**config.mk**
```make
export PLATFORM = sky130hd
export DESIGN_NAME = button_conditioner
export DESIGN_NICKNAME = d
export VERILOG_FILES = /design/src/rtl/button_conditioner.sv
export SDC_FILE = /design/constraint.sdc
export NUM_CORES = 1
export LEC_CHECK = 0
export ABC_AREA = 1
export BUFFER_PORTS_ARGS = -buffer_cell sky130_fd_sc_hd__buf_4
export CAP_MARGIN = 5
export CORE_ASPECT_RATIO = 1.1
export CORE_MARGIN = 10
export CORE_UTILIZATION = 62
export DETAILED_ROUTE_END_ITERATION = 10
export GPL_ROUTABILITY_DRIVEN = 0
export PLACE_DENSITY_LB_ADDON = 0.15
export SYNTH_ARGS = -nofsm -noshare
export SYNTH_HDL_FRONTEND = slang
export SYNTH_SLANG_ARGS = --single-unit
```
**constraint.sdc**
```tcl
create_clock -name clk -period 3.2 [get_ports clk]
set_clock_uncertainty 0.2 [all_clocks]
set_input_delay 0.64 -clock clk [delete_from_list [all_inputs] [get_ports clk]]
set_output_delay 0.64 -clock clk [all_outputs]
set_load 0.005 [all_outputs]
```
**src/rtl/button_conditioner.sv**
```systemverilog
// button_conditioner: synchronizes, debounces and edge-detects two active-low keys and one slide switch.
// Rising-edge pulses of the two keys are serialized so they never fire in the same cycle.
module button_conditioner #(
  parameter int DEBOUNCE_CYCLES = 500000,
  parameter int CNT_WIDTH = 24
) (
  input  logic clk,
  input  logic async_reset,
  input  logic button0,
  input  logic button1,
  input  logic show_parity,
  output logic button0_re,
  output logic button1_re,
  output logic button0_deb,
  output logic button1_deb,
  output logic show_parity_deb
);
  localparam logic [CNT_WIDTH-1:0] LIMIT = CNT_WIDTH'(DEBOUNCE_CYCLES - 1);
  localparam logic [2:0] IDLE_RAW = 3'b011;
  logic [2:0] raw, meta, sync, s, d;
  logic [1:0] prev, rise;
  logic [CNT_WIDTH-1:0] cnt [3];
  logic pending;
  assign raw = {show_parity, button1, button0};
  // Buttons are active-low on the board; flip after synchronizing so 1 means pressed.
  assign s = sync ^ IDLE_RAW;
  always_ff @(posedge clk or posedge async_reset)
    if (async_reset) begin
      meta <= IDLE_RAW;
      sync <= IDLE_RAW;
    end else begin
      meta <= raw;
      sync <= meta;
    end
  always_ff @(posedge clk or posedge async_reset)
    if (async_reset) begin
      d <= '0;
      for (int i = 0; i < 3; i++) cnt[i] <= '0;
    end else begin
      for (int i = 0; i < 3; i++)
        if (s[i] == d[i]) cnt[i] <= '0;
        else if (cnt[i] >= LIMIT) begin
          d[i] <= s[i];
          cnt[i] <= '0;
        end else cnt[i] <= cnt[i] + 1'b1;
    end
  always_ff @(posedge clk or posedge async_reset)
    if (async_reset) begin
      prev <= '0;
      pending <= 1'b0;
    end else begin
      prev <= d[1:0];
      pending <= rise[0] & rise[1];
    end
  // A simultaneous button1 press is deferred one cycle behind button0.
  assign rise = d[1:0] & ~prev;
  assign button0_re = rise[0];
  assign button1_re = (rise[1] & ~rise[0]) | pending;
  assign button0_deb = d[0];
  assign button1_deb = d[1];
  assign show_parity_deb = d[2];
endmodule

```
## Word level (Yosys, flattened, before mapping)

Index checks and enable logic that the tools add are counted.

- Bits in registers: 84
- Input bits: 5
- Output and inout bits: 5
- Logic and storage cells: 38

- Add/sub/neg operators: 3
- Magnitude comparators: 3
- Equality and inequality tests: 3
- Mux-type cells: 6
- Bitwise gates (word level): 10
- Reduce and logical (&&, ||, !) cells: 3

Operator list:

| kind | number |
|---|---|
| two-way mux 24 bit | 6 |
| adder 24 x 1 -> 24 bit, second input constant | 3 |
| greater-or-equal comparator 24 x 19 -> 1 bit, second input constant | 3 |
| AND reduction 2 bit | 3 |
| inverter 1 bit | 4 |
| inverter 2 bit | 2 |
| equality test 1 bit | 3 |
| bitwise AND 1 bit | 2 |
| bitwise AND 2 bit | 1 |
| OR 1 bit | 1 |

## Logic depth before layout (Yosys ltp)

- Depth after elaboration: 5
- Mapped depth: 11
- Mapped depth without buffers: 10

## Least setup slack after synthesis

Ideal clock, no wire load.

- Path kind: reg2reg
- Start: register cnt[24] in the netlist's numbering
- End: register cnt[33] in the netlist's numbering
- Setup time: 0.071 ns
- Arrival time: 1.337 ns
- Path slack: 1.592 ns
- Stages on the path, launching flop included: 12
- Buffers on the path: 1
- Clock period less this slack: 1.608 ns
- Cell sequence: dfrtp_1 ha_1 nand2_1 inv_1 nand2_1 nand2_1 nand2_1 nand3_2 nand2_2 nand2_4 buf_6 nor2_1

- Longest elaborated chain between the ends: 3
- Elaborated cells between the ends (all ways): 4

RTL lines:

| item | line | text |
|---|---|---|
| start: declaration | 22 | `logic [CNT_WIDTH-1:0] cnt [3];` |
| start signal: indexed assignment | 45 | `end else cnt[i] <= cnt[i] + 1'b1;` |
| adder 24 x 1 -> 24 bit or greater-or-equal comparator 24 x 19 -> 1 bit (tied branches) | 45, 42 |  |
| two-way mux 24 bit (*) | 42 | `else if (cnt[i] >= LIMIT) begin` |
| two-way mux 24 bit (*) | 41 | `if (s[i] == d[i]) cnt[i] <= '0;` |

Mark *: on every way between the ends. The rest lies on a longest branch, timed or not.
A chain may end at the register's enable or synchronous reset.

## Worst setup path in the final report

- Start: register d[0]
- End: output port button1_re

- Longest elaborated chain between the ends: 4

RTL lines:

| item | line | text |
|---|---|---|
| start: declaration | 20 | `logic [2:0] raw, meta, sync, s, d;` |
| start signal: indexed assignment | 43 | `d[i] <= s[i];` |
| bitwise AND 2 bit | 56 | `assign rise = d[1:0] & ~prev;` |
| inverter 1 bit | 58 | `assign button1_re = (rise[1] & ~rise[0]) \| pending;` |
| bitwise AND 1 bit | 58 |  |
| OR 1 bit | 58 |  |
| end: declaration | 13 | `output logic button1_re,` |

No other way between the ends.

==> summary.md <==
| Metric | Value |
|---|---|
| Run status | `finished clean` |
| Initial antenna violation count | `0` |
| Commonest cells after routing, fill and taps aside | `nand2_1 (113), nor2_1 (103), dfrtp_1 (80)` |
| Worst-margin pin slew | `565.3 ps` |
| Most common cell after layout, fill and taps aside | `nand2_1` |
| Drt initial violations | `74` |
| Nets | `about 540` |
| Critical path arrival | `1240 ps` |
| Die span in x | `roughly 100 um` |
| Slew headroom | `between 60% and 70%` |
| Footprint of the multi-input gates | `1829 sq um` |
| Setup crit start kind | `register` |
| Final setup violation count | `0` |
| Clock-pin slew on the worst setup and hold paths | `80 ps` |
| Io pins | `10` |
| HP Class | `primary input to asynchronous set/reset pin` |
| Slowest cell on crit path | `dfrtp_1` |
| Post-synth cell types | `24` |
| Routed via count | `roughly 3200` |
| First-pass GRT wire length | `between 10000 and 15000 um` |
| Detail Placement HPWL | `around 5400 um` |
| Core Util, Final | `a little over two thirds` |
| PwrDens | `around 450 nW/um^2` |
| CP max FO | `5` |
| Unrepaired setup endpoints after global routing | `no` |
| Drc violations | `0` |
| Ys Warns | `0` |
| Max Cap Violations | `0` |
| Non-Filler Instances | `a little over 600` |
| H-tree depth | `3` |
| CP endpoint kind | `output port` |
| Total Negative Setup Slacks | `0 ps` |
| Port Buffers | `9` |
| CTS tree | `built` |
| Max clock buf depth | `2` |
| Worst-path cell chain | `inv_1, nor2_1, o21bai_1, buf_4` |
| Synthesized cell area | `4139 sq um` |
| Post-CTS Resized | `0` |
| Share of layout cells above drive strength 1 | `between 10% and 20%` |
| Static leakage | `roughly 2 nW` |
| Syn avg cell area | `8.345 sq um` |
| Post-CTS setup buffers | `0` |
| Largest net degree at the start of global routing | `35` |
| DP Cell Count | `around 600` |
| Wire per inst | `roughly 12 um` |
| Fillers | `532` |
| Flop-to-flop setup slack | `roughly 1400 ps` |
| Tmin final | `2080 ps` |
| Reg2Reg Depth | `6` |
| Total CTS buffers | `9` |
| Syn-to-layout area delta | `11.18%` |
| Drt pass-1 iters | `5` |
| Clk Latency, worst-skew pair | `between 300 and 400 ps` |
| GRT Total Usage | `between 10% and 20%` |
| Total grt overflow | `0` |
| Hold_buf cts | `0` |
| Sequential cell area | `between 2000 and 2500 sq um` |
| Worst EP required | `2360 ps` |
| Core area | `approximately 6600 sq um` |
| Std cell rows | `31` |
| Synthesized flop and latch total | `84` |
| Diodes inserted | `0` |
| RR Endpoint | `cnt[5]` |
| Max-slew violation count | `0` |
| Starting density of the core | `between 60% and 70%` |
| Clock root buffer master | `clkbuf_8` |
| Final Cycle Share | `between 60% and 70%` |
| CP startpoint | `d[0]` |
| Sequential-to-total area share from yosys stat | `50.91%` |
| Slowest Stage Delay on Critical Path | `~440 ps` |
| Die H | `105.7 um` |
| Vias in the first global route | `about 3000` |
| Avg Vias per Cell | `~5.1` |
| Final WL | `approximately 7600 um` |
| Fmax | `roughly 480 MHz` |
| Die ar. | `10350 sq um` |
| CTS sink cnt | `84` |
| Setup CP Type | `register to output port` |
| Max IR drop VDD | `about 0.26 mV` |
| Synthesized instance count | `496` |
| Post-route ant nets | `0` |
| Final hold violations | `0` |
| Worst r2r src | `cnt[0]` |
| Capture point of the worst path | `button1_re` |
sequential cells by signal (all words and copies together), names as in the netlist:
register / count
cnt: 72
d: 3
meta: 3
sync: 3
prev: 2
pending: 1
per-layer routing:
| metal | up-vias | GRT usage [%] | part of all wire [%] |
|---|---|---|---|
| li1 | 1593 | - | - |
| met1 | 1494 | 18.01 | 43 |
| met2 | 48 | 26.42 | 51 |
| met3 | 24 | 2.678 | 3.4 |
| met4 | 0 | 7.484 | 2.5 |
| met5 | - | 0 | 0 |
cell type report:
cell class	instances	area share, %
inverters	59	4.840
clock buffers	12	3.371
clock inverters	4	2.066
flip-flops and latches	84	45.79
multi-input cells	364	39.75
well taps	82	2.229
repair buffers	12	1.958
worst min path at each step:
stage	slack [ps]	endpoint	cells past startpoint
after floorplan	130	sync[2]	0
after global placement	130	sync[2]	0
after detailed placement	130	sync[2]	0
after CTS	140	cnt[32]	2
after global routing	150	cnt[55]	2
final	120	cnt[21]	2
synth_stat cells, drive strengths merged:
cell    number  area [sq um]
o21bai       4         30.03
o21ai        7         35.03
buf          3         33.78
dfrtp       80          2002
conb         1         3.750
nand2      119         466.7
nor3        10         50.05
nand3       28         155.2
nand3b       2         15.01
xor2        23         201.4
dfstp        4         105.1
nand4       20         155.2
xnor2       13         113.9
nor2       120         513.0
inv         59         221.5
ha           3         37.54
through the flow:
step	area, sq um	hold slack (ps)	setup slack, ps	total power [W]
CTS	4602	135.4	1127	0.002090
floorplan	4192	131.2	201.5	0.001147
global placement	4352	131.5	1468	0.001170
global route	4602	151.8	1018	0.002145
finish	4602	123.9	1120	0.002079
detailed placement	4352	134.7	1397	0.001173
kinds of logic after synthesis:
group           synth area share, %
compound gates                1.572
fa+ha+maj                    0.9070
simple gates                  32.74
other cells                 0.09060
xor+xnor                      7.618
buf+inv                       6.167
flops                         50.91
worst max-delay path: cells and delay by family, from the launching register on:
family          cells  cell delay, ps
compound gates      1              80
buf+inv             2             220
flops               1             440
simple gates        1             140
where the power goes:
part,total [W],switching (W),internal (W)
clock network,0.000929,0.000369,0.000560
logic,0.0000586,0.0000397,0.0000189
registers,0.00109,0.0000100,0.00108
total,0.00208,0.000419,0.00166
No activity file was read; power rests on OpenSTA's default activity.
